$ cat src/rtl/priority_arbiter.sv
// rtl/priority_arbiter.sv - 4-way fixed-priority / round-robin arbiter with hold limit
module priority_arbiter #(
  parameter int MAX_HOLD = 16
) (
  input  logic       clk,
  input  logic       rst_n,
  input  logic [3:0] req,
  input  logic       mode,
  output logic [3:0] gnt,
  output logic [1:0] gnt_id,
  output logic       gnt_valid,
  output logic       preempt
);

  typedef enum logic {S_IDLE, S_GRANT} state_t;

  localparam logic [7:0] HOLD_LAST = 8'(MAX_HOLD - 1);

  state_t      state_q, state_d;
  logic [3:0]  gnt_q, gnt_d;
  logic [1:0]  gnt_id_q, gnt_id_d;
  logic        gnt_valid_q, gnt_valid_d;
  logic        preempt_q, preempt_d;
  logic [7:0]  hold_q, hold_d;
  logic [1:0]  last_id_q, last_id_d;

  logic [1:0]  fixed_id, rr_id, win_id, rr_idx;

  always_comb begin
    fixed_id = 2'd0;
    for (int i = 0; i < 4; i++) begin
      if (req[i]) fixed_id = 2'(i);
    end
    // Walk offsets from farthest to nearest so the nearest set bit after last_id wins.
    rr_id  = 2'd0;
    rr_idx = 2'd0;
    for (int k = 3; k >= 0; k--) begin
      rr_idx = last_id_q + 2'(k + 1);
      if (req[rr_idx]) rr_id = rr_idx;
    end
    win_id = mode ? rr_id : fixed_id;
  end

  always_comb begin
    state_d     = state_q;
    gnt_d       = gnt_q;
    gnt_id_d    = gnt_id_q;
    gnt_valid_d = gnt_valid_q;
    preempt_d   = 1'b0;
    hold_d      = hold_q;
    last_id_d   = last_id_q;
    case (state_q)
      S_IDLE: begin
        if (req != 4'b0000) begin
          state_d     = S_GRANT;
          gnt_d       = 4'b0001 << win_id;
          gnt_id_d    = win_id;
          gnt_valid_d = 1'b1;
          hold_d      = 8'd0;
          last_id_d   = win_id;
        end
      end
      S_GRANT: begin
        // Voluntary release outranks the hold-limit preemption.
        if (!req[gnt_id_q] || hold_q == HOLD_LAST) begin
          state_d     = S_IDLE;
          gnt_d       = 4'b0000;
          gnt_id_d    = 2'd0;
          gnt_valid_d = 1'b0;
          hold_d      = 8'd0;
          preempt_d   = req[gnt_id_q];
        end else begin
          hold_d = hold_q + 8'd1;
        end
      end
      default: state_d = S_IDLE;
    endcase
  end

  always_ff @(posedge clk) begin
    if (!rst_n) begin
      state_q     <= S_IDLE;
      gnt_q       <= 4'b0000;
      gnt_id_q    <= 2'd0;
      gnt_valid_q <= 1'b0;
      preempt_q   <= 1'b0;
      hold_q      <= 8'd0;
      last_id_q   <= 2'd3;
    end else begin
      state_q     <= state_d;
      gnt_q       <= gnt_d;
      gnt_id_q    <= gnt_id_d;
      gnt_valid_q <= gnt_valid_d;
      preempt_q   <= preempt_d;
      hold_q      <= hold_d;
      last_id_q   <= last_id_d;
    end
  end

  assign gnt       = gnt_q;
  assign gnt_id    = gnt_id_q;
  assign gnt_valid = gnt_valid_q;
  assign preempt   = preempt_q;

endmodule
$ cat config.mk
export PLATFORM = sky130hd
export DESIGN_NAME = priority_arbiter
export DESIGN_NICKNAME = d
export VERILOG_FILES = /design/src/rtl/priority_arbiter.sv
export SDC_FILE = /design/constraint.sdc
export NUM_CORES = 1
export LEC_CHECK = 0
export ABC_AREA = 0
export CORE_MARGIN = 10
export CORE_UTILIZATION = 45
export DETAILED_ROUTE_END_ITERATION = 10
export PLACE_DENSITY = 0.74
export SLEW_MARGIN = 0
export SYNTH_ARGS = -nofsm -noshare
export SYNTH_HDL_FRONTEND = slang
export SYNTH_SLANG_ARGS = --single-unit
$ cat constraint.sdc
create_clock -name clk -period 4.5 [get_ports clk]
set_clock_uncertainty 0.15 [all_clocks]
set_input_delay 1.125 -clock clk [delete_from_list [all_inputs] [get_ports clk]]
set_output_delay 1.125 -clock clk [all_outputs]
set_load 0.005 [all_outputs]
# [Word-level counts from Yosys, hierarchy flattened]
# Cells that the tools add are included.
[op_classes] n_eq_ne=3 bitwise=1 shifts=1 mux=33 magnitude_cmp=5 n_reduce_logical=6 addsub=4
[ops] op="2-bit 2-to-1 mux" count=9
[ops] op="8-bit 2-to-1 mux" count=2
[ops] op="8-bit case mux with 2 select lines" count=1
[ops] op="2-bit by 3-bit less-than comparator with 1-bit output, second input constant" count=5
[ops] op="1-bit binary-select mux with 2-bit select" count=5
[ops] op="1-bit 2-to-1 mux" count=10
[ops] op="8-bit by 1-bit adder with 8-bit output, second input constant" count=1
[ops] op="8-bit by 4-bit equality test with 1-bit output, second input constant" count=1
[ops] op="4-bit 2-to-1 mux" count=2
[ops] op="4-bit case mux with 2 select lines" count=1
[ops] op="2-bit adder, second input constant" count=2
[ops] op="1-bit case mux with 2 select lines" count=2
[ops] op="2-bit case mux with 2 select lines" count=1
[ops] op="2-bit AND reduction" count=2
[ops] op="4-bit nonzero test" count=1
[ops] op="1-bit by 2-bit left shift with 4-bit output, first input constant" count=1
[ops] op="3-bit AND reduction" count=1
[ops] op="2-bit by 1-bit adder with 2-bit output, second input constant" count=1
[ops] op="2-bit by 1-bit != test with 1-bit output, second input constant" count=1
[ops] op="2-bit != test, second input constant" count=1
[ops] op="1-bit zero test" count=1
[ops] op="1-bit logical OR" count=1
[ops] op="1-bit NOT" count=1
[word_totals] output_inout_bits=8 inputBits=7 reg_bits=19

# [Depth between registers and ports, before layout]
[depth] word_depth=10 ltp_mapped=6 ltp_nobuf=6

# [Worst setup path after synthesis]
# OpenSTA, ideal clock, no wires.
[synth_timing] kind="input port to flip-flop" startpoint="input port req[3]" endpoint="register last_id_q[0]" n_path_buf=0 t_arrival_ns=1.996 path_slack_ns=2.234 cell_stages=4 required_time_ns=4.230 path_cell_list="maj3_1 > o221ai_1 > nor2_1 > a211o_1"
[synth_via] elab_chain_len=7
[synth_rtl] element="start: declaration" line_no="7" rtl="input logic [3:0] req,"
[synth_rtl] element="1-bit binary-select mux with 2-bit select" line_no="39" rtl="if (req[rr_idx]) rr_id = rr_idx;"
[synth_rtl] element="1-bit 2-to-1 mux (not written as such)" line_no="39"
[synth_rtl] element="2-bit 2-to-1 mux (4 in series)" line_no="39"
[synth_rtl] element="2-bit 2-to-1 mux" line_no="41" rtl="win_id = mode ? rr_id : fixed_id;"
[synth_rtl] element="end signal: assignment" line_no="96" rtl="last_id_q <= last_id_d;"
[synth_rtl] element="end: declaration" line_no="25" rtl="logic [1:0] last_id_q, last_id_d;"
# Parallel ways exist; a longest one is shown, timed or not. The select of a mux whose other input is x is not followed.
# A chain may end at the register's enable or synchronous reset.

# [Worst setup path in the final report]
[layout_timing] startpoint="input port req[1]" endpoint="register gnt_q[3] (netlist: gnt[3])"
[layout_via] elab_chain_len=10
[layout_rtl] element="1-bit binary-select mux with 2-bit select" line_no="39"
[layout_rtl] element="1-bit 2-to-1 mux (not written as such)" line_no="39"
[layout_rtl] element="2-bit 2-to-1 mux (4 in series)" line_no="39"
[layout_rtl] element="2-bit 2-to-1 mux" line_no="41"
[layout_rtl] element="1-bit by 2-bit left shift with 4-bit output" line_no="56" rtl="gnt_d = 4'b0001 << win_id;"
[layout_rtl] element="4-bit 2-to-1 mux" line_no="54" rtl="if (req != 4'b0000) begin"
[layout_rtl] element="4-bit case mux with 2 select lines" line_no="52" rtl="case (state_q)"
[layout_rtl] element="end signal: assignment" line_no="91" rtl="gnt_q <= gnt_d;"
[layout_rtl] element="end: declaration" line_no="20" rtl="logic [3:0] gnt_q, gnt_d;"
# Parallel ways exist; a longest one is shown, timed or not. The select of a mux whose other input is x is not followed.

==> results.cfg <==
[status]
status = finished clean

[floorplanning]
fp.dieH_um = 65.97
start_util = 0.4798
core_area_um2 = 1982
dieWidth_um = 65.97
floorplan.die_area_um2 = 4352
io_pins = 15
num_rows = 16

[critical_path]
required_ns = 4.54
crit_type = primary input to flip-flop
worst_ep_arrival_time_ns = 2.81
reg2reg_from = hold_q[0]
startpoint = req[1]
critPathLaunchType = primary input
critPathMaxFanout = 8
cp-end-kind = flip-flop

[global_route]
met2_usage = 0.1594
grt_usage = 0.09993
antenna_found_initial = 0
grt_max_degree = 12
grt_pass1_wl_um = 3567
grt_util_met3 = 0.02203
grt_overflow_total = 0
grt_pass1_vias = 811
gr-usage-met1 = 0.1209
grt.busiest_layer = met2

[logic_synthesis]
synth.largest_area_cell = dfxtp_1
yosys_most_used_dff = dfxtp_1
avgSynthCellArea_um2 = 9.605
synthTopCellsByCount = dfxtp_1, inv_1, nand2_1, nor2_1, nand3_1
async_flop_share = 0
syn_area_um2 = 950.9
ys_seq_area_frac = 0.4000
ys_ff_latch = 19
synth_area_leaders = dfxtp_1, a32o_1, mux2i_1, inv_1, nand2_1
yosys_warnings = 0
synth_edf_count = 0
yosysTopAreaCellShare = 0.4000
ys_types = 42
yosysMostFrequentCell = dfxtp_1
syn_nets = 107
syn_inst = 99

[cts]
clkLatencyLatePin_ns = 0.29
post_cts_resized = 0
cts_buffers = 3
cts-root-buf = clkbuf_4
cts_tree = built
cts_setup_buffers = 0
cts_hold_buf = 0
htreeDepth = 1
ctsLongestPathBuffers = 2
clkSlewWorstSetupHoldPaths_ns = 0.10
clock-sinks = 19

[timing]
fin_crit_ns = 2.774
rsz0062_at_grt = false
hold_viol = 0
clock.fmax_mhz = 360.5
tightest_slew_ns = 0.5445
setup_viol = 0
max-slew-margin-rel = 0.6339
whs_ns = 0.3279
tns_ns = 0
slew_violations = 0
fin_crit_sh = 0.6165

[drt]
post_drt_via_cell_ratio = 5.615
drtIter0Drc = 37
wire_per_inst_um = 13.91
drtAntennaViolNets = 0
firstDrtPassIters = 4
vias = 803
drc = 0
drt-total-wl_um = 1989

[finish]
final_area_um2 = 1144
antenna_cells = 0
drive_gt1_frac = 0.1293
syn_to_final_growth_pct = 20.26
fillers = 178
layoutNonFillerInstCount = 143
num-nets-final = 125

[power_and_ir_drop]
p_seq_frac = 0.558
ir_worst_vdd_mv = 0.1754
p_switching_uw = 88.90
comb_power_share = 0.194
internal_power_uw = 245.2
clkPwrFrac = 0.249
power.total_uw = 334.1
switching_share = 0.2661
power_leakage_nw = 0.4348
powerDensity_nw_per_um2 = 292.2

[worst_hold_path]
worstHoldPathType = flip-flop to flip-flop
hold_start = gnt[0]

[place]
io_buffers = 14
post_dp_cell_area_um2 = 1117
hpwlAfterDp_um = 1562
gp_congestion = 0.7884
place_inst = 139

[flow_run]
max_cap_violations = 0
[per-stage QoR]
step,setup WS [ns],util
6_report,1.726,0.5770
5_1_grt,1.610,0.5770
4_1_cts,1.771,0.5770
3_5_place_dp,1.449,0.5638
3_3_place_gp,1.484,0.5638
2_1_floorplan,2.234,-
[power groups by stage]
stage                     clock network, mW  registers (mW)  logic [mW]
after floorplan                           0           0.189      0.0381
after global placement                    0           0.190      0.0640
after detailed placement                  0           0.190      0.0650
after CTS                            0.0861           0.186      0.0653
after global routing                 0.0957           0.188      0.0719
final                                0.0830           0.186      0.0648
[final timing paths]
path | to | slack (ns) | cells after the start
max | gnt[3] | 1.73 | 5
min reg2reg | gnt[0] | 0.33 | 1
max reg2reg | gnt[3] | 2.73 | 6
min | gnt[0] | 0.33 | 1
[sequential cells by signal (all words and copies together), names as in the netlist]
name       cells
last_id_q      2
gnt_valid      1
gnt_id         2
gnt            4
state_q        1
preempt        1
hold_q         8
[final cells by class]
| cell class | count | area, µm² | share of cell area |
|---|---|---|---|
| Timing Repair Buffer | 14 | 140.1 | 0.1225 |
| Multi-Input combinational cell | 72 | 536.8 | 0.4694 |
| Inverter | 7 | 26.28 | 0.02298 |
| Tap cell | 27 | 33.78 | 0.02954 |
| Sequential cell | 19 | 380.4 | 0.3326 |
| Clock buffer | 4 | 26.28 | 0.02298 |
[cells by family after synthesis]
logic type | after synthesis | synth area share
mux | 3 | 0.03158
simple gates | 33 | 0.2105
buf+inv | 8 | 0.03553
fa+ha+maj | 2 | 0.02368
compound gates | 32 | 0.2803
flops | 19 | 0.4000
xor+xnor | 2 | 0.01842
[cells in the final DEF, fill, tap and decap left out, types with 2 or more instances in the layout]
| cell | count |
|---|---|
| dfxtp_1 | 19 |
| clkdlybuf4s50_1 | 14 |
| nand2_1 | 7 |
| inv_1 | 7 |
| nor2_1 | 7 |
| nand3_1 | 4 |
| o21ai_0 | 3 |
| mux2i_1 | 3 |
| a21oi_1 | 3 |
| a32o_1 | 3 |
| a22o_1 | 3 |
| clkbuf_4 | 3 |
| o221ai_1 | 2 |
| and3_2 | 2 |
| o21a_1 | 2 |
| a21o_1 | 2 |
| xnor2_1 | 2 |
| o22ai_1 | 2 |
| nand2b_1 | 2 |
| o2bb2ai_1 | 2 |
[per-layer routing]
layer  vias to the layer above  wire length [µm]
met5                         -                 0
met4                         0                27
met3                         2                84
met2                        13               924
met1                       380               953
li1                        408                 -
[critical path, cell delays in order]
cell	delay (ns)
clkdlybuf4s50_1	0.61
o21ai_0	0.11
o31ai_1	0.51
inv_1	0.16
a32o_1	0.29
Power figures use the tool's default switching activity.
